===== src/rtl/mole_draw_scheduler_if.sv =====
// Pixel-bus and mole-request signals between the game logic, the draw
// scheduler and the VGA frame-buffer adapter.
interface mole_draw_scheduler_if;
  logic [2:0] mole_on;
  logic       clear_req;
  logic [7:0] x;
  logic [6:0] y;
  logic [2:0] colour;
  logic       plot;
  logic       busy;
  logic       done;
  logic [2:0] drawn;

  // Scheduler side: takes requests, drives the pixel writes.
  modport master (
    input  mole_on,
    input  clear_req,
    output x,
    output y,
    output colour,
    output plot,
    output busy,
    output done,
    output drawn
  );

  // Requester / frame-buffer side.
  modport slave (
    output mole_on,
    output clear_req,
    input  x,
    input  y,
    input  colour,
    input  plot,
    input  busy,
    input  done,
    input  drawn
  );
endinterface


===== src/rtl/mole_draw_scheduler.sv =====
// Serialises every frame-buffer write for the whack-a-mole screen: a
// full-screen black clear (top priority, never interrupting a fill) and
// per-mole rectangle fills granted round-robin whenever the requested mole
// state differs from what is currently drawn.
module mole_draw_scheduler #(
  parameter int         BOX_W      = 8,
  parameter int         BOX_H      = 8,
  parameter int         X0         = 1,
  parameter int         X_STEP     = 8,
  parameter int         Y0         = 33,
  parameter int         SCR_W      = 160,
  parameter int         SCR_H      = 120,
  parameter logic [2:0] ON_COLOUR  = 3'b100,
  parameter logic [2:0] OFF_COLOUR = 3'b000
) (
  input  logic                   clock,
  input  logic                   resetn,
  mole_draw_scheduler_if.master  bus
);

  typedef enum logic [1:0] {
    S_IDLE  = 2'd0,
    S_FILL  = 2'd1,
    S_CLEAR = 2'd2
  } state_t;

  localparam logic [7:0] C_BOX_XL = 8'(BOX_W - 1);
  localparam logic [6:0] C_BOX_YL = 7'(BOX_H - 1);
  localparam logic [7:0] C_SCR_XL = 8'(SCR_W - 1);
  localparam logic [6:0] C_SCR_YL = 7'(SCR_H - 1);

  state_t     r_state;
  logic [7:0] r_cx;
  logic [6:0] r_cy;
  logic [1:0] r_g;
  logic       r_tgt;
  logic [1:0] r_rr;
  logic       r_clear_pending;
  logic [2:0] r_drawn;
  logic [7:0] r_x;
  logic [6:0] r_y;
  logic [2:0] r_colour;
  logic       r_plot;
  logic       r_done;

  logic [2:0] w_pend;
  logic [1:0] w_i0;
  logic [1:0] w_i1;
  logic [1:0] w_i2;
  logic       w_found;
  logic [1:0] w_g;
  logic [7:0] w_fill_x;
  logic [6:0] w_fill_y;

  assign w_pend   = bus.mole_on ^ r_drawn;
  assign w_fill_x = 8'(X0) + 8'(X_STEP) * {6'b0, r_g} + r_cx;
  assign w_fill_y = 7'(Y0) + r_cy;

  // Round-robin grant: scan from r_rr upward (mod 3), first pending mole wins.
  always_comb begin
    w_i0    = 2'd0;
    w_i1    = 2'd1;
    w_i2    = 2'd2;
    w_found = 1'b0;
    w_g     = 2'd0;
    case (r_rr)
      2'd1: begin
        w_i0 = 2'd1;
        w_i1 = 2'd2;
        w_i2 = 2'd0;
      end
      2'd2: begin
        w_i0 = 2'd2;
        w_i1 = 2'd0;
        w_i2 = 2'd1;
      end
      default: begin
        w_i0 = 2'd0;
        w_i1 = 2'd1;
        w_i2 = 2'd2;
      end
    endcase
    if (w_pend[w_i0]) begin
      w_found = 1'b1;
      w_g     = w_i0;
    end else if (w_pend[w_i1]) begin
      w_found = 1'b1;
      w_g     = w_i1;
    end else if (w_pend[w_i2]) begin
      w_found = 1'b1;
      w_g     = w_i2;
    end
  end

  // Scheduler FSM with registered pixel outputs; clear_pending is set last so
  // a clear_req on the same edge that starts a clear queues one more clear.
  always_ff @(posedge clock or negedge resetn) begin
    if (!resetn) begin
      r_state         <= S_IDLE;
      r_cx            <= '0;
      r_cy            <= '0;
      r_g             <= '0;
      r_tgt           <= 1'b0;
      r_rr            <= '0;
      r_clear_pending <= 1'b1;
      r_drawn         <= '0;
      r_x             <= '0;
      r_y             <= '0;
      r_colour        <= '0;
      r_plot          <= 1'b0;
      r_done          <= 1'b0;
    end else begin
      case (r_state)
        S_IDLE: begin
          // plot is only ever high here on the cycle after a last pixel
          r_plot <= 1'b0;
          r_done <= r_plot;
          if (r_clear_pending) begin
            r_clear_pending <= 1'b0;
            r_cx            <= '0;
            r_cy            <= '0;
            r_state         <= S_CLEAR;
          end else if (w_found) begin
            r_g     <= w_g;
            r_tgt   <= bus.mole_on[w_g];
            r_rr    <= (w_g == 2'd2) ? 2'd0 : w_g + 2'd1;
            r_cx    <= '0;
            r_cy    <= '0;
            r_state <= S_FILL;
          end
        end

        S_FILL: begin
          r_x      <= w_fill_x;
          r_y      <= w_fill_y;
          r_colour <= r_tgt ? ON_COLOUR : OFF_COLOUR;
          r_plot   <= 1'b1;
          r_done   <= 1'b0;
          if (r_cx == C_BOX_XL) begin
            r_cx <= '0;
            r_cy <= r_cy + 7'd1;
            if (r_cy == C_BOX_YL) begin
              r_drawn[r_g] <= r_tgt;
              r_state      <= S_IDLE;
            end
          end else begin
            r_cx <= r_cx + 8'd1;
          end
        end

        S_CLEAR: begin
          r_x      <= r_cx;
          r_y      <= r_cy;
          r_colour <= OFF_COLOUR;
          r_plot   <= 1'b1;
          r_done   <= 1'b0;
          if (r_cx == C_SCR_XL) begin
            r_cx <= '0;
            r_cy <= r_cy + 7'd1;
            if (r_cy == C_SCR_YL) begin
              r_drawn <= '0;
              r_state <= S_IDLE;
            end
          end else begin
            r_cx <= r_cx + 8'd1;
          end
        end

        default: begin
          r_plot  <= 1'b0;
          r_done  <= 1'b0;
          r_state <= S_IDLE;
        end
      endcase

      if (bus.clear_req) begin
        r_clear_pending <= 1'b1;
      end
    end
  end

  assign bus.x      = r_x;
  assign bus.y      = r_y;
  assign bus.colour = r_colour;
  assign bus.plot   = r_plot;
  assign bus.done   = r_done;
  assign bus.drawn  = r_drawn;
  assign bus.busy   = (r_state != S_IDLE);

endmodule


===== src/flat_wrapper.sv =====
// flat-port wrapper written by rule: the top's interface ports become plain ports
module mole_draw_scheduler_flat 
#(
  parameter int         BOX_W      = 8,
  parameter int         BOX_H      = 8,
  parameter int         X0         = 1,
  parameter int         X_STEP     = 8,
  parameter int         Y0         = 33,
  parameter int         SCR_W      = 160,
  parameter int         SCR_H      = 120,
  parameter logic [2:0] ON_COLOUR  = 3'b100,
  parameter logic [2:0] OFF_COLOUR = 3'b000
)
  (clock, resetn, bus_mole_on, bus_clear_req, bus_x, bus_y, bus_colour, bus_plot, bus_busy, bus_done, bus_drawn);
  mole_draw_scheduler_if bus_i ();
  input  logic clock;
  input  logic resetn;
  input wire logic [$bits(bus_i.mole_on)-1:0] bus_mole_on;
  input wire logic [$bits(bus_i.clear_req)-1:0] bus_clear_req;
  output wire logic [$bits(bus_i.x)-1:0] bus_x;
  output wire logic [$bits(bus_i.y)-1:0] bus_y;
  output wire logic [$bits(bus_i.colour)-1:0] bus_colour;
  output wire logic [$bits(bus_i.plot)-1:0] bus_plot;
  output wire logic [$bits(bus_i.busy)-1:0] bus_busy;
  output wire logic [$bits(bus_i.done)-1:0] bus_done;
  output wire logic [$bits(bus_i.drawn)-1:0] bus_drawn;
  assign bus_i.mole_on = bus_mole_on;
  assign bus_i.clear_req = bus_clear_req;
  assign bus_x = bus_i.x;
  assign bus_y = bus_i.y;
  assign bus_colour = bus_i.colour;
  assign bus_plot = bus_i.plot;
  assign bus_busy = bus_i.busy;
  assign bus_done = bus_i.done;
  assign bus_drawn = bus_i.drawn;
  mole_draw_scheduler #(.BOX_W(BOX_W), .BOX_H(BOX_H), .X0(X0), .X_STEP(X_STEP), .Y0(Y0), .SCR_W(SCR_W), .SCR_H(SCR_H), .ON_COLOUR(ON_COLOUR), .OFF_COLOUR(OFF_COLOUR)) u_core (.clock(clock), .resetn(resetn), .bus(bus_i));
endmodule

===== config.mk =====
export PLATFORM = sky130hd
export DESIGN_NAME = mole_draw_scheduler_flat
export DESIGN_NICKNAME = d
export VERILOG_FILES = /design/src/rtl/mole_draw_scheduler_if.sv /design/src/rtl/mole_draw_scheduler.sv /design/src/flat_wrapper.sv
export SDC_FILE = /design/constraint.sdc
export NUM_CORES = 1
export LEC_CHECK = 0
export CAP_MARGIN = 20
export CORE_MARGIN = 4
export CORE_UTILIZATION = 45
export CTS_BUF_LIST = sky130_fd_sc_hd__clkbuf_16
export DETAILED_ROUTE_END_ITERATION = 8
export DONT_BUFFER_PORTS = 1
export HOLD_SLACK_MARGIN = 0.1
export SETUP_SLACK_MARGIN = 0.05
export SYNTH_ARGS = -nofsm -noshare
export SYNTH_HDL_FRONTEND = slang
export SYNTH_SLANG_ARGS = --single-unit

===== constraint.sdc =====
create_clock -name clock -period 5.6 [get_ports clock]
set_clock_uncertainty 0.05 [all_clocks]
set_input_delay 0.84 -clock clock [delete_from_list [all_inputs] [get_ports clock]]
set_output_delay 0.84 -clock clock [all_outputs]
set_load 0.01 [all_outputs]

==> impl_metrics.yaml <==
pwr:
  irDropWorstVdd_mv: 0.143
  power.leakage_nw: 1.23
  p_per_area_mw_per_mm2: 221
yosys:
  synth.cell_area_mm2: 0.00262
  synthTopCellsByArea: "dfrtp_1 41%, ha_1 4.8%, xnor2_1 4.7%"
  synth.distinct_cells: 51
  synth_edf_count: 0
  yosys.area.top_type: "dfrtp_1"
  ys.flop_type: "dfrtp_1"
  avgSynthCellArea_um2: 9.08
  async_flop_share_pct: 100
  netlist_instances: 288
  synthTopCellsByCount: "43 x dfrtp_1, 27 x nor2_1, 21 x a21oi_1, 21 x nand2_1, 17 x inv_1"
  yosysWarningCount: 0
  seq_area_frac_synth_pct: 42.2
  synth.most_common_cell: "dfrtp_1"
  ys_ff_latch: 44
  synth_top_area_share_pct: 41.1
cts:
  clock_latency_ns: 0.28
  cts_sinks: 44
  postCtsSetupRepairBufs: 0
  cts_resized: 0
  cts_buffer_depth: 2
  clk_pin_slew_worst_paths_ns: 0.07
  cts_buffers: 5
  clockRootBuffer: "clkbuf_16"
  htreeDepth: 2
  holdBufCountCts: 0
  cts_tree: "built"
route:
  route.detailed.drc: 0
  first_pass_iters: 4
  routedWlPerCell_um: 16.0
  ant_nets: 0
  vias_per_cell: 5.76
  drt_iter0_drc: 142
  routed_wl_um: 5630
  dr_total_vias: 2023
timing:
  finalCritPeriodShare_pct: 46.9
  grt_setup_unrepaired: "false"
  max_freq_mhz: 381
  hold_viol: 0
  setup_viol: 0
  slew_violations: 0
  period_needed_ns: 2.63
  worst_slew_pin_slew_ns: 1.03
  final.setup.tns_ns: 0
  relSlewSlack_pct: 31.3
floorplan:
  fp.dieH_um: 84.2
  io_pins: 30
  die_area_mm2: 0.00709
  core_area_mm2: 0.00557
  initial_core_util_pct: 46.9
  die_width_um: 84.2
  num_rows: 27
finish:
  areaGrowthSynthToFinish_pct: 5.93
  drive_gt1_share_pct: 7.17
  final_area_mm2: 0.00277
  regArea_mm2: 0.00110
  nFillCells: 545
  diodes: 0
  multi_input_area_mm2: 0.00136
  num-nets-final: 294
global_route:
  grt_pass1_wl_um: 9830
  grt_util_met2_pct: 27.6
  use_met3_pct: 3.43
  grt_use_total_pct: 16.9
  overflow: 0
  busiest_layer: "met2"
  met1_usage_pct: 22.7
  antenna_found_initial: 0
  grt_max_degree: 45
  grt_pass1_vias: 1990
critical_path:
  critPathLaunchType: "flip-flop"
  crit_fanout: 15
  crit_required_ns: 5.71
  arrival_ns: 2.74
  crit_path_end_kind: "flip-flop"
  crit_type: "flip-flop to flip-flop"
  ff2ff_path_depth: 7
  rrSetupSlack_ns: 2.97
  path_cells: "inv_1 -> ha_1 -> and2_1 -> and4_1 -> a311oi_1 -> nand3_1 -> a221o_1"
  critical_path.slowest_cell: "a221o_1"
  r2r-start: "u_core.r_rr[0]$_DFFE_PN0P_"
  r2r-end: "u_core.r_cx[4]$_DFFE_PN0P_"
  cpPeakStageDelay_ns: 0.50
place:
  placed_cell_area_mm2: 0.00263
  gp_congestion: 0.898
  dp_hpwl_um: 3890
  io_buffers: 0
job:
  maxCapViolCount: 0
min_path:
  hp-class: "input pin to async pin"
status:
  status: "completed"
-- stage by stage --
step	setup slack (ns)	hold slack [ns]	total power, mW	util [%]	std cells
finish	2.97	0.197	0.612	49.7	351
global route	2.69	0.182	0.640	49.7	351
CTS	2.94	0.190	0.623	49.7	351
detailed placement	2.92	0.474	0.332	47.1	343
global placement	2.95	0.468	0.332	47.1	343
floorplan	3.32	0.432	0.331	-	289
-- logic make-up after synthesis --
| logic type | after synthesis | synth area share [%] |
|---|---|---|
| XOR/XNOR | 18 | 6.03 |
| other | 1 | 0.143 |
| flip-flops | 44 | 42.2 |
| AND/OR/NAND/NOR | 89 | 16.9 |
| AO/OA/AOI/OAI | 76 | 18.5 |
| adder cells (fa/ha/maj) | 11 | 5.17 |
| buffers and inverters | 36 | 5.88 |
| multiplexers | 13 | 5.22 |
-- per-layer routing --
layer  share of wire (%)  wire, µm
met5                   0         0
met4                 1.3        71
met3                 3.4       190
met2                  48      2690
met1                  48      2680
-- state kept, by name, summed over array words and instances, names as in the netlist --
register,flops
u_core.r_cx,8
u_core.r_cy,7
u_core.bus.done,1
u_core.r_tgt,1
u_core.bus.drawn,3
u_core.r_state,2
u_core.bus.plot,1
u_core.r_g,2
u_core.bus.y,7
u_core.r_clear_pending,1
u_core.bus.x,8
u_core.bus.colour,1
u_core.r_rr,2
-- critical path: cells and delay by family (launching register included) --
family	cells	cell delay (ns)
compound gates	2	0.75
flops	1	0.37
simple gates	3	0.90
fa+ha+maj	1	0.38
buf+inv	1	0.06
-- report_power, final --
group | switching (mW) | internal, mW | leakage (nW)
registers | 0.0000000000000000164 | 0.318 | 0.540
logic | 0.00466 | 0.00314 | 0.625
clock network | 0.123 | 0.164 | 0.0635
total | 0.127 | 0.485 | 1.23
-- area by class of cell --
class                      count  share of cell area [%]
clock buffer                   5                    4.52
clock inverter                 3                   0.678
inverter                      17                    2.30
multi-input combinational    209                    49.2
sequential                    44                    39.8
tap                           72                    3.25
timing repair buffer           1                   0.271
-- placed cells by master (no fill, tap or decap), drive strengths merged, types with 2 or more instances in the layout --
| cell type | instances |
|---|---|
| a21o | 3 |
| a21oi | 23 |
| a221o | 2 |
| a31oi | 2 |
| and2 | 3 |
| and3 | 4 |
| clkbuf | 5 |
| clkinvlp | 2 |
| conb | 2 |
| dfrtp | 43 |
| ha | 10 |
| inv | 17 |
| mux2 | 5 |
| mux2i | 8 |
| nand2 | 21 |
| nand2b | 2 |
| nand3 | 12 |
| nand4 | 4 |
| nor2 | 27 |
| nor2b | 2 |
| nor3 | 5 |
| nor4 | 2 |
| o21ai | 22 |
| o22ai | 3 |
| o31ai | 8 |
| o32ai | 2 |
| o41ai | 3 |
| or4 | 2 |
| xnor2 | 14 |
| xor2 | 4 |
-- worst max path at each step --
stage                                              from  slack [ns]                               to  depth (start not counted)
after global placement                   bus_mole_on[1]        2.95       u_core.r_cx[4]$_DFFE_PN0P_                          5
after detailed placement                 bus_mole_on[1]        2.92       u_core.r_cx[4]$_DFFE_PN0P_                          5
final                        u_core.r_rr[0]$_DFFE_PN0P_        2.97       u_core.r_cx[4]$_DFFE_PN0P_                          7
after floorplan                          bus_mole_on[0]        3.32         u_core.r_tgt$_DFFE_PN0P_                          6
after CTS                 u_core.r_state[0]$_DFFE_PN0P_        2.94  u_core.bus.drawn[1]$_DFFE_PN0P_                          6
after global routing      u_core.r_state[0]$_DFFE_PN0P_        2.69       u_core.r_cx[6]$_DFFE_PN0P_                          6
Note: power is estimated with default switching activity, not from simulation.
